===== src/rtl/dp_mem_rd_arbiter.sv =====
// Two-requester round-robin read arbiter in front of a single byte-wide memory port.
// One memory transaction is in flight at a time: grant, address phase, then data phase.
module dp_mem_rd_arbiter #(
  parameter int ADDR_WIDTH = 32
) (
  input  logic                  ACLK,
  input  logic                  ARESETN,
  input  logic [ADDR_WIDTH-1:0] S0_ARADDR,
  input  logic                  S0_ARVALID,
  output logic                  S0_ARREADY,
  output logic [7:0]            S0_RDATA,
  output logic                  S0_RVALID,
  input  logic                  S0_RREADY,
  input  logic [ADDR_WIDTH-1:0] S1_ARADDR,
  input  logic                  S1_ARVALID,
  output logic                  S1_ARREADY,
  output logic [7:0]            S1_RDATA,
  output logic                  S1_RVALID,
  input  logic                  S1_RREADY,
  output logic [ADDR_WIDTH-1:0] MEM_ARADDR,
  output logic                  MEM_ARVALID,
  input  logic                  MEM_ARREADY,
  input  logic [7:0]            MEM_RDATA,
  input  logic                  MEM_RVALID,
  output logic                  MEM_RREADY,
  output logic                  OWNER,
  output logic                  BUSY
);

  typedef enum logic [1:0] {IDLE, ADDR, DATA} state_t;

  state_t state;
  logic   last_grant;
  logic   any_req;
  logic   grant;
  logic   in_addr;
  logic   in_data;

  // On contention the requester that did not win last time gets the grant.
  always_comb begin
    any_req = S0_ARVALID | S1_ARVALID;
    grant   = (S0_ARVALID && S1_ARVALID) ? ~last_grant : S1_ARVALID;
  end

  assign in_addr = (state == ADDR);
  assign in_data = (state == DATA);

  // Handshakes are passed straight through to the owner; the other side sees zeros.
  assign S0_ARREADY = in_addr && !OWNER && MEM_ARREADY;
  assign S1_ARREADY = in_addr &&  OWNER && MEM_ARREADY;
  assign MEM_RREADY = in_data && (OWNER ? S1_RREADY : S0_RREADY);
  assign S0_RVALID  = in_data && !OWNER && MEM_RVALID;
  assign S1_RVALID  = in_data &&  OWNER && MEM_RVALID;
  assign S0_RDATA   = (in_data && !OWNER) ? MEM_RDATA : 8'h00;
  assign S1_RDATA   = (in_data &&  OWNER) ? MEM_RDATA : 8'h00;

  always_ff @(posedge ACLK or negedge ARESETN) begin
    if (!ARESETN) begin
      state       <= IDLE;
      MEM_ARADDR  <= '0;
      MEM_ARVALID <= 1'b0;
      OWNER       <= 1'b0;
      BUSY        <= 1'b0;
      last_grant  <= 1'b1;
    end else begin
      unique case (state)
        IDLE: begin
          if (any_req) begin
            MEM_ARADDR  <= grant ? S1_ARADDR : S0_ARADDR;
            MEM_ARVALID <= 1'b1;
            OWNER       <= grant;
            BUSY        <= 1'b1;
            state       <= ADDR;
          end
        end
        ADDR: begin
          if (MEM_ARREADY) begin
            MEM_ARVALID <= 1'b0;
            state       <= DATA;
          end
        end
        DATA: begin
          if (MEM_RVALID && MEM_RREADY) begin
            last_grant <= OWNER;
            BUSY       <= 1'b0;
            state      <= IDLE;
          end
        end
        default: begin
          MEM_ARVALID <= 1'b0;
          BUSY        <= 1'b0;
          state       <= IDLE;
        end
      endcase
    end
  end

endmodule


===== config.mk =====
export PLATFORM = sky130hd
export DESIGN_NAME = dp_mem_rd_arbiter
export DESIGN_NICKNAME = d
export VERILOG_FILES = /design/src/rtl/dp_mem_rd_arbiter.sv
export SDC_FILE = /design/constraint.sdc
export NUM_CORES = 1
export LEC_CHECK = 0
export ABC_AREA = 1
export CAP_MARGIN = 20
export CORE_MARGIN = 2
export CORE_UTILIZATION = 34
export CTS_CLUSTER_DIAMETER = 100
export DETAILED_ROUTE_END_ITERATION = 10
export PLACE_DENSITY = 0.87
export SYNTH_ARGS = -nofsm -noshare
export SYNTH_HDL_FRONTEND = slang
export SYNTH_SLANG_ARGS = --single-unit

===== constraint.sdc =====
create_clock -name ACLK -period 1.72 [get_ports ACLK]
set_clock_uncertainty 0.15 [all_clocks]
set_input_delay 0.344 -clock ACLK [delete_from_list [all_inputs] [get_ports ACLK]]
set_output_delay 0.344 -clock ACLK [all_outputs]
set_load 0.03 [all_outputs]

## Word level (Yosys, flattened, before mapping)

Cells that the tools add are included.

| cells by class | value |
|---|---|
| equal/unequal tests | 5 |
| magnitude comparators | 0 |
| $add $sub $neg | 0 |
| reductions and logical operators | 18 |
| $mul | 0 |
| mux-type cells | 14 |
| shift-type cells | 0 |
| bitwise operators | 4 |
| div/mod/pow operators | 0 |

Operators by type and width:

| cell | count |
|---|---|
| $mux 32 | 1 |
| $mux 8 | 2 |
| $logic_and 1x1->1 | 11 |
| $reduce_and 3->1 | 3 |
| $mux 2 | 3 |
| $pmux 1 s3 | 2 |
| $pmux 2 s3 | 1 |
| $mux 1 | 5 |
| $ne 2x2->1 const B | 2 |
| $reduce_and 2->1 | 2 |
| $not 1->1 | 3 |
| $eq 2x1->1 const B | 1 |
| $eq 2x2->1 const B | 1 |
| $logic_not 2->1 | 1 |
| $ne 2x1->1 const B | 1 |
| $logic_not 1->1 | 1 |
| $or 1x1->1 | 1 |

| storage, ports and cells | value |
|---|---|
| latch bits | 0 |
| output and inout bits | 56 |
| ROM bits | 0 |
| register bits | 38 |
| memory bits (writable) | 0 |
| memories kept | 0 |

## Depth between registers and ports, before layout

Gate-level depths: netlist (run 1).

| depth | value |
|---|---|
| depth after elaboration | 5 |
| depth in mapped cells | 8 |

## Least setup slack after synthesis (run 1)

No wires, ideal clock.

| timing path | value |
|---|---|
| kind | reg2out |
| start | reg state[1] |
| end | out S1_RDATA[0] |
| setup slack | -0.049 ns |
| data arrival time | 1.275 ns |
| buffers on the path | 0 |
| cell stages (with the launch flop) | 5 |
| cells stage by stage | dfrtp_1 > inv_1 > nor2_1 > nand2_1 > nor2_1 |

| on the way | value |
|---|---|
| longest elaborated chain between the ends | 3 |

RTL lines:

| what | RTL line | RTL |
|---|---|---|
| start, declared | 32 | `state_t state;` |
| start signal, assigned | 59 | `state <= IDLE;` |
| start signal, assigned | 73 | `state <= ADDR;` |
| start signal, assigned | 79 | `state <= DATA;` |
| $eq 2x2->1 | 46 | `assign in_data = (state == DATA);` |
| $logic_and 1x1->1 | 55 | `assign S1_RDATA = (in_data && OWNER) ? MEM_RDATA : 8'h00;` |
| $mux 8 | 55 |  |
| end, declared | 17 | `output logic [7:0] S1_RDATA,` |

No other way between the ends.

## Worst setup path after layout (run 1)

| timing path | value |
|---|---|
| start | reg state[1] |
| end | out MEM_RREADY |

| on the way | value |
|---|---|
| longest elaborated chain between the ends | 2 |

RTL lines:

| what | RTL line | RTL |
|---|---|---|
| $eq 2x2->1 | 46 |  |
| $logic_and 1x1->1 | 51 | `assign MEM_RREADY = in_data && (OWNER ? S1_RREADY : S0_RREADY);` |
| end, declared | 25 | `output logic MEM_RREADY,` |

No other way between the ends.

==> impl_metrics.env, run 1 <==
export IMPL_path_delay_family="flip-flops"
export IMPL_cts_buffers=5
export IMPL_start_util_pct=35.56
export IMPL_fin_cells=458
export IMPL_outcome="complete, but fails checks"
export IMPL_final_common_cell="clkdlybuf4s50_1"
export IMPL_clk_latency_ps=280
export IMPL_r2r_setup_slack_ps=160
export IMPL_power_density_nw_per_um2=1713
export IMPL_coreArea_um2=5140
export IMPL_cp_endpoint="MEM_RREADY"
export IMPL_worst_setup_path_start_kind="register"
export IMPL_drv_cap=0
export IMPL_die_w_um=77.33
export IMPL_p_leak_uw=0.001649
export IMPL_syn2layout_area_growth_pct=91.10
export IMPL_track_usage_pct=22.28
export IMPL_remaining_drc_errors=0
export IMPL_hold_viol_final=0
export IMPL_slew_violations=0
export IMPL_yosysSeqAreaShare_pct=52.09
export IMPL_antenna_found_initial=0
export IMPL_crit_fanout=4
export IMPL_setup_viol=19
export IMPL_peakVddDrop_mv=0.7832
export IMPL_syn_area_per_cell_um2=7.554
export IMPL_path_cells="inv_2 -> nor2_4 -> buf_6 -> inv_2 -> a21oi_2 -> buf_6"
export IMPL_routabilityCongestion=0.7838
export IMPL_startpoint="state[1]"
export IMPL_vias=2192
export IMPL_total_power_uw=5983
export IMPL_cts_root_buffer="clkbuf_8"
export IMPL_clock_tree_buffer_depth=2
export IMPL_nFillCells=448
export IMPL_slew_headroom_pct=70.09
export IMPL_grt_pass1_wl_mm=10.67
export IMPL_synth_cell_area_um2=1828
export IMPL_period_needed_ps=1787
export IMPL_numPortBuffers=135
export IMPL_fmax_ghz=0.5597
export IMPL_slowest_delay_ps=360
export IMPL_firstDrtPassIters=4
export IMPL_utilization_pct=67.96
export IMPL_mostFrequentLayoutCells="clkdlybuf4s50_1 (77), nor2_1 (51), nand2_1 (47)"
export IMPL_ioPinCount=136
export IMPL_rr_startpoint="state[0]"
export IMPL_wire_per_inst_um=13.84
export IMPL_dieArea_um2=5979
export IMPL_clk_pin_slew_ps=80
export IMPL_violations="negative setup slack"
export IMPL_r2r_cells=5
export IMPL_hold_class="reg2reg"
export IMPL_synth_fp_nets=322
export IMPL_cp_slowest_cell="dfrtp_1"
export IMPL_finalCritPeriodShare_pct=103.9
export IMPL_postRouteAntennaNets=0
export IMPL_grt_overflow=0
export IMPL_first_global_vias=2216
export IMPL_ys_seq_elements=38
export IMPL_cts_setup_buffers=0
export IMPL_grt_max_degree=25
export IMPL_row_count=26
export IMPL_tightest_slew_ps=448.7
export IMPL_placed_cells=448
export IMPL_setup_ws_ps=-66.69
export IMPL_endpoint_kind="output pin"
export IMPL_wl_mm=6.340
export IMPL_cts_max_level=2
export IMPL_required_ps=1230
export IMPL_diodes=0
export IMPL_rsz0062_at_grt="true"
export IMPL_crit_buf_inv=4
export IMPL_ys_warnings_count=0
export IMPL_die_h_um=77.33
export IMPL_cts_tree="built"
export IMPL_dp_hpwl_mm=4.974
export IMPL_detail_route_vias_per_cell=4.786
export IMPL_synth_cells=242
export IMPL_whs_path_depth=2
export IMPL_drive_gt1_share_pct=15.46
export IMPL_cts_sinks=38
export IMPL_critPathArrivalTime_ps=1290
export IMPL_reg2reg_to="MEM_ARADDR[22]"
export IMPL_worst_path_stages=6
export IMPL_detail_route_iter0_violations=150
export IMPL_critical_path_class="reg2out"
export IMPL_ys_types=13
export IMPL_nets=467
==> logic make-up after synthesis <==
group,Yosys count,synth area share (%)
simple gates,108,23.00
compound gates,70,19.16
flops,38,52.09
buf+inv,26,5.749
==> routing by layer <==
layer | vias up | part of all wire, % | global-route usage (%)
li1 | 1072 | - | -
met5 | - | 0 | 0
met4 | 0 | 2.5 | 7.143
met1 | 1013 | 39 | 25.66
met2 | 93 | 52 | 39.65
met3 | 14 | 6.7 | 6.353
==> timing repair <==
item,in CTS,in global routing
hold endpoints to repair,17,0
pin swaps,2,2
endpoints found under the setup margin,56,23
gates cloned,1,0
gates resized for setup,45,17
hold buffers,1,0
==> final cells by class <==
type | instances | area, um^2 | area share, %
Multi-Input combinational cell | 179 | 825.8 | 23.64
Tap cell | 70 | 87.58 | 2.507
Timing Repair Buffer | 149 | 1436 | 41.12
Sequential cell | 38 | 953.4 | 27.29
Clock buffer | 5 | 68.82 | 1.970
Clock inverter | 3 | 68.82 | 1.970
Inverter | 14 | 52.55 | 1.504
==> state kept, by name (all words and copies together) (netlist names) <==
| signal | cells |
|---|---|
| OWNER | 1 |
| MEM_ARADDR | 32 |
| last_grant | 1 |
| BUSY | 1 |
| state | 2 |
| MEM_ARVALID | 1 |
==> cells in the mapped netlist <==
cell      number  share of area, %
nand2_1       49                10
o21ai_1       32               8.8
nor3_4         1              0.89
inv_2          1              0.21
inv_1         13               2.7
o21ai_0       37                10
dfrtp_1       37                51
dfstp_2        1               1.4
clkbuf_1       6               1.2
nand3_1        2              0.55
a21oi_1        1              0.27
buf_2          6               1.6
nor2_1        56                11
==> how the worst min path moves through the flow <==
stage,start,to,slack (ps)
global placement,ARESETN,OWNER,160
finish,BUSY,BUSY,340
CTS,MEM_ARREADY,state[0],310
global route,MEM_ARREADY,state[0],340
detailed placement,ARESETN,OWNER,170
floorplan,ARESETN,BUSY,-100
==> report_power, final <==
part           internal (uW)  leakage (uW)  total [uW]  switching [uW]
Clock                    581     0.0000683         907             326
Combinational           1280       0.00112        3440            2160
Sequential              1360      0.000458        1640             275
Total                   3230       0.00165        5980            2760
==> worst register-to-register path: stages, from the launching register on <==
cell     delay [ps]
dfrtp_1         420
buf_6           150
nor3_4          240
buf_6           210
o21ai_0         130
o21ai_0         190
==> metrics by stage <==
stage	hold WS [ps]	setup WS, ps	instance area (um^2)	setup TNS, ps
5_1_grt	341.9	-163.1	3493	-2653
3_5_place_dp	170.4	-187.8	3304	-2865
2_1_floorplan	-101.6	-49.42	1828	-838.6
6_report	339.7	-66.69	3493	-929.2
3_3_place_gp	162.5	-103.5	3304	-780.2
4_1_cts	309.3	-128.2	3435	-1251
No activity file was read; power rests on OpenSTA's default activity.
==> run 2, diff against run 1 <==
==> constraint.sdc (replaced) <==
create_clock -name ACLK -period 1.65 [get_ports ACLK]
set_clock_uncertainty 0.15 [all_clocks]
set_input_delay 0.33 -clock ACLK [delete_from_list [all_inputs] [get_ports ACLK]]
set_output_delay 0.33 -clock ACLK [all_outputs]
set_load 0.03 [all_outputs]
==> run 2 against run 1 <==
Compared with the run above: the run still ends with negative setup slack left; die area unchanged; wire length increased by 4.4%; design area rose by 1.4%; register-to-register slack got worse by 120 ps; clock-buffer cell count rose by 2; hold slack worse by 18 ps; sequential power is 4% higher; critical path depth is 1 lower; sequential share of layout area is 0.39 points lower; combinational power up 8.1%; first-iteration DRC count down 23%; power up 3.6%; critical path type unchanged; highest routed layer unchanged.
==> impl_metrics.env, run 2 (synthesized netlist as in run 1, its figures left out) <==
export IMPL_violations="negative setup slack"
export IMPL_diodes=0
export IMPL_syn2layout_area_growth_pct=93.84
export IMPL_worst_setup_path_start_kind="register"
export IMPL_slowest_delay_ps=370
export IMPL_whs_endpoint="BUSY"
export IMPL_grt_max_degree=34
export IMPL_antenna_found_initial=0
export IMPL_rsz0062_at_grt="true"
export IMPL_start_util_pct=35.56
export IMPL_peakVddDrop_mv=0.8482
export IMPL_largest_register_ffs=32
export IMPL_hold_class="reg2reg"
export IMPL_rr_startpoint="state[1]"
export IMPL_track_usage_pct=22.55
export IMPL_wl_mm=6.616
export IMPL_dpl_worst_slack_ps=-207.3
export IMPL_fmax_ghz=0.5355
export IMPL_coreArea_um2=5140
export IMPL_row_count=26
export IMPL_numPortBuffers=135
export IMPL_path_cells="inv_2 -> nor2_4 -> nand2_2 -> nor2_1 -> buf_4"
export IMPL_first_global_vias=2269
export IMPL_detail_route_vias_per_cell=4.812
export IMPL_grt_overflow=0
export IMPL_firstDrtPassIters=4
export IMPL_nFillCells=418
export IMPL_required_ps=1170
export IMPL_cts_max_level=2
export IMPL_crit_fanout=4
export IMPL_endpoint_kind="output pin"
export IMPL_path_delay_family="simple AND/OR/NAND/NOR gates"
export IMPL_drv_cap=0
export IMPL_clock_tree_buffer_depth=2
export IMPL_regMostFlops="MEM_ARADDR"
export IMPL_min_from="BUSY"
export IMPL_period_needed_ps=1867
export IMPL_vias=2223
export IMPL_mostFrequentLayoutCells="clkdlybuf4s50_1 (78), nand2_1 (47), nor2_1 (46)"
export IMPL_cts_tree="built"
export IMPL_r2r_setup_slack_ps=40
export IMPL_final_common_cell="clkdlybuf4s50_1"
export IMPL_holdWs_ps=321.3
export IMPL_p_leak_uw=0.001655
export IMPL_critPathArrivalTime_ps=1390
export IMPL_cts_root_buffer="clkbuf_8"
export IMPL_setup_viol=21
export IMPL_dieArea_um2=5979
export IMPL_routabilityCongestion=0.7986
export IMPL_die_h_um=77.33
export IMPL_hold_viol_final=0
export IMPL_critical_path_class="reg2out"
export IMPL_ioPinCount=136
export IMPL_clk_latency_ps=290
export IMPL_slew_violations=0
export IMPL_finalCritPeriodShare_pct=113.2
export IMPL_setup_ws_ps=-217.4
export IMPL_reg_largest_list="MEM_ARADDR x32, state x2"
export IMPL_clk_pin_slew_ps=70
export IMPL_detail_route_iter0_violations=116
export IMPL_r2r_cells=10
export IMPL_drive_gt1_share_pct=17.35
export IMPL_crit_buf_inv=2
export IMPL_slew_headroom_pct=77.68
export IMPL_remaining_drc_errors=0
export IMPL_reg2reg_to="BUSY"
export IMPL_nets=471
export IMPL_grt_pass1_wl_mm=10.77
export IMPL_postRouteAntennaNets=0
export IMPL_dp_hpwl_mm=4.633
export IMPL_outcome="complete, but fails checks"
export IMPL_wire_per_inst_um=14.32
export IMPL_cts_buffers=5
export IMPL_power_density_nw_per_um2=1749
export IMPL_die_w_um=77.33
export IMPL_tightest_slew_ps=336.2
export IMPL_cts_sinks=38
export IMPL_cp_slowest_cell="dfrtp_1"
export IMPL_whs_path_depth=2
run 2: area by class of cell:
| class | instances | area [um^2] | area share (%) |
|---|---|---|---|
| Inverter | 14 | 57.56 | 1.624 |
| Sequential cell | 38 | 953.4 | 26.91 |
| Multi-Input combinational cell | 179 | 873.3 | 24.65 |
| Clock buffer | 7 | 76.32 | 2.154 |
| Clock inverter | 1 | 30.03 | 0.8475 |
| Tap cell | 70 | 87.58 | 2.472 |
| Timing Repair Buffer | 153 | 1465 | 41.35 |
run 2: tightest hold or removal path, cell delays in order (launching register included):
cell and delay, ps:
dfrtp_1 340, nand2_1 50, nand2_1 50
run 2: worst max-delay path by stage:
| stage | from | endpoint | slack (ps) | depth (start not counted) |
|---|---|---|---|---|
| final | state[1] | S0_RVALID | -220 | 5 |
| after global routing | state[1] | S1_RVALID | -270 | 5 |
| after CTS | state[0] | S0_RVALID | -160 | 4 |
| after detailed placement | S1_ARVALID | MEM_ARADDR[24] | -210 | 6 |
| after global placement | S1_ARVALID | MEM_ARADDR[22] | -90 | 6 |
| after floorplan | state[1] | S1_RDATA[0] | -110 | 4 |
run 2: what timing repair did:
item	in CTS	in global routing
endpoints found under the setup margin	56	31
gates cloned	1	0
buffers inserted	1	3
gates resized for setup	62	17
endpoints found under the hold margin	37	0
hold buffers	1	0
pin swaps	2	3
run 2: power by group:
part	total [uW]	internal [uW]	switching, uW	leakage [uW]
clock network	777	452	324	0.0000524
registers	1700	1420	282	0.000458
logic	3720	1380	2330	0.00114
run 2: per-layer routing:
layer / global-route usage, % / up-vias / share of wire (%)
li1: - / 1080 / -
met1: 25.94 / 1025 / 38
met2: 39.74 / 103 / 53
met3: 6.000 / 15 / 6.8
met4: 8.750 / 0 / 2.1
met5: 0 / - / 0
run 2: stage by stage:
stage	total power, uW	util (%)	cells	area [um^2]	setup TNS [ps]
finish	6196	68.94	462	3543	-3466
detailed placement	5467	64.26	449	3303	-4605
global placement	5349	64.26	449	3303	-2272
CTS	6094	67.58	460	3473	-2546
floorplan	3739	-	242	1832	-1847
global route	6596	68.94	462	3543	-4830
==> run 3, diff against run 2 <==
--- a/config.mk
+++ b/config.mk
@@ -5,13 +5,13 @@
 export SDC_FILE = /design/constraint.sdc
 export NUM_CORES = 1
 export LEC_CHECK = 0
-export ABC_AREA = 1
 export CAP_MARGIN = 20
 export CORE_MARGIN = 2
-export CORE_UTILIZATION = 34
+export CORE_UTILIZATION = 38
 export CTS_CLUSTER_DIAMETER = 100
 export DETAILED_ROUTE_END_ITERATION = 10
-export PLACE_DENSITY = 0.87
+export PLACE_DENSITY = 0.89
+export RECOVER_POWER = 25
 export SYNTH_ARGS = -nofsm -noshare
 export SYNTH_HDL_FRONTEND = slang
 export SYNTH_SLANG_ARGS = --single-unit
==> run 3 against run 2 <==
Compared with the run above: the run still ends with negative setup slack left; clock-buffer cell count did not move; power rose by 4.9%; wire length rose by 5.5%; area after synthesis rose by 23%; design area rose by 15%; combinational power rose by 12%; register-to-register slack got worse by 190 ps; global-route usage fell by 2.7 points; worst setup slack improved by 13 ps; final cell count fell by 16%.
==> impl_metrics.env, run 3 <==
export IMPL_postRouteAntennaNets=0
export IMPL_clk_pin_slew_ps=70
export IMPL_slowest_delay_ps=440
export IMPL_critical_path_class="reg2out"
export IMPL_nets=395
export IMPL_peakVddDrop_mv=0.8695
export IMPL_grt_max_degree=28
export IMPL_drv_cap=0
export IMPL_routabilityCongestion=0.7923
export IMPL_yosys_top_cells_area="dfrtp_1 (41%), mux2_4 (39%), and3_1 (5.0%)"
export IMPL_drive_gt1_share_pct=44.44
export IMPL_row_count=28
export IMPL_regMostFlops="MEM_ARADDR"
export IMPL_syn_area_per_cell_um2=14.11
export IMPL_p_leak_uw=0.001948
export IMPL_wl_mm=6.982
export IMPL_cts_buffers=5
export IMPL_first_global_vias=2054
export IMPL_final_common_cell="clkdlybuf4s50_1"
export IMPL_detail_route_iter0_violations=49
export IMPL_cts_root_buffer="clkbuf_8"
export IMPL_dpl_worst_slack_ps=-489.8
export IMPL_cp_slowest_cell="dfrtp_2"
export IMPL_worst_path_stages=4
export IMPL_synth_cell_area_um2=2257
export IMPL_rr_startpoint="last_grant"
export IMPL_required_ps=1170
export IMPL_total_power_uw=6498
export IMPL_largest_register_ffs=32
export IMPL_cts_tree="built"
export IMPL_diodes=0
export IMPL_die_h_um=81.07
export IMPL_cts_sinks=38
export IMPL_utilization_pct=70.16
export IMPL_yosysTopAreaCell="dfrtp_1"
export IMPL_rsz0062_at_grt="true"
export IMPL_finalCritPeriodShare_pct=112.4
export IMPL_worst_setup_path_start_kind="register"
export IMPL_vias=1904
export IMPL_yosysTopAreaCellShare_pct=41.02
export IMPL_track_usage_pct=19.90
export IMPL_die_w_um=81.07
export IMPL_r2r_cells=4
export IMPL_period_needed_ps=1855
export IMPL_coreArea_um2=5816
export IMPL_hold_class="reg2reg"
export IMPL_mostFrequentLayoutCells="clkdlybuf4s50_1 (76), mux2_4 (64), dlygate4sd2_1 (36)"
export IMPL_cp_endpoint="S0_ARREADY"
export IMPL_postLayoutCellArea_um2=4080
export IMPL_reg2reg_to="MEM_ARADDR[29]"
export IMPL_start_util_pct=38.81
export IMPL_yosysMostFrequentCell="mux2_4"
export IMPL_crit_buf_inv=2
export IMPL_antenna_found_initial=0
export IMPL_fmax_ghz=0.5392
export IMPL_path_cells="buf_6 -> nand3b_1 -> nor2_1 -> buf_4"
export IMPL_synth_top_flop_cell="dfrtp_1"
export IMPL_grt_overflow=0
export IMPL_dpl_cell_area_um2=3700
export IMPL_synth_cells=160
export IMPL_yosysSeqAreaShare_pct=42.18
export IMPL_async_reset_ff_share_pct=100.0
export IMPL_remaining_drc_errors=0
export IMPL_hold_viol_final=0
export IMPL_synth_edff_count=0
export IMPL_endpoint_kind="output pin"
export IMPL_r2r_setup_slack_ps=-150
export IMPL_firstDrtPassIters=4
export IMPL_holdWs_ps=341.3
export IMPL_synth_fp_nets=240
export IMPL_ys_seq_elements=38
export IMPL_grt_pass1_wl_mm=9.811
export IMPL_ys_warnings_count=0
export IMPL_wire_per_inst_um=17.90
export IMPL_tightest_slew_ps=446.2
export IMPL_critPathArrivalTime_ps=1370
export IMPL_clk_latency_ps=290
export IMPL_dieArea_um2=6572
export IMPL_outcome="complete, but fails checks"
export IMPL_crit_fanout=5
export IMPL_slew_headroom_pct=70.25
export IMPL_setup_ws_ps=-204.8
export IMPL_path_delay_family="flip-flops"
export IMPL_detail_route_vias_per_cell=4.882
export IMPL_ys_types=23
export IMPL_ioPinCount=136
export IMPL_startpoint="state[1]"
export IMPL_cts_max_level=2
export IMPL_synth_common_cells="mux2_4 (58), dfrtp_1 (37), and3_1 (18), mux2_2 (6)"
export IMPL_power_density_nw_per_um2=1593
export IMPL_numPortBuffers=135
export IMPL_syn2layout_area_growth_pct=80.76
export IMPL_clock_tree_buffer_depth=2
export IMPL_slew_violations=0
export IMPL_setup_viol=53
export IMPL_dp_hpwl_mm=4.758
export IMPL_reg_largest_list="MEM_ARADDR x32, state x2"
export IMPL_violations="negative setup slack"
-- run 3: how the worst min path moves through the flow --
stage                   from  slack [ps]  depth (start not counted)        endpoint
2_1_floorplan        ARESETN        -120                          0            BUSY
3_3_place_gp         ARESETN         130                          1  MEM_ARADDR[10]
3_5_place_dp         ARESETN         150                          1  MEM_ARADDR[11]
4_1_cts          MEM_ARVALID         350                          2     MEM_ARVALID
5_1_grt        MEM_ARADDR[6]         370                          1   MEM_ARADDR[6]
6_report         MEM_ARVALID         340                          2     MEM_ARVALID
-- run 3: cell type report --
class / instances / area (um^2)
Fill cell: 448 / 1735
Timing Repair Buffer: 158 / 1620
Multi-Input combinational cell: 110 / 1328
Sequential cell: 38 / 954.7
Tap cell: 75 / 93.84
Clock buffer: 7 / 76.32
Inverter: 2 / 7.507
-- run 3: worst register-to-register path: stages, from the launching register on --
cell,delay (ps)
dfstp_2,550
a21bo_4,230
clkbuf_16,190
mux2_4,290
mux2_4,260
-- run 3: logic make-up after synthesis --
group	after synthesis	synth area share (%)
buf+inv	14	4.711
simple gates	33	8.093
mux	66	42.46
compound gates	9	2.550
flops	38	42.18
-- run 3: what timing repair did --
action	4_1_cts	5_1_grt
hold endpoints to repair	15	0
hold buffers	1	0
pin swaps	1	2
resized for setup	67	21
cloned	2	5
buffers inserted	2	2
setup endpoints to repair	87	53
-- run 3: where the power goes --
group | leakage [uW] | internal [uW] | switching (uW)
combinational | 0.00147 | 2090 | 2080
clock | 0.0000383 | 291 | 311
sequential | 0.000440 | 1410 | 315
total | 0.00195 | 3790 | 2700
-- run 3: metal layers --
metal  GRT usage, %  vias up  part of all wire, %
met5              0        -                    0
met4          8.136        0                  1.3
li1               -      882                    -
met3          4.889        9                  8.0
met1          21.72      911                   37
met2          36.61      102                   53
-- run 3: per-stage QoR --
step / std cells / TNS, ps
finish: 390 / -7436
global placement: 371 / -19730
floorplan: 160 / -1751
detailed placement: 371 / -20990
global route: 390 / -9140
CTS: 383 / -5953
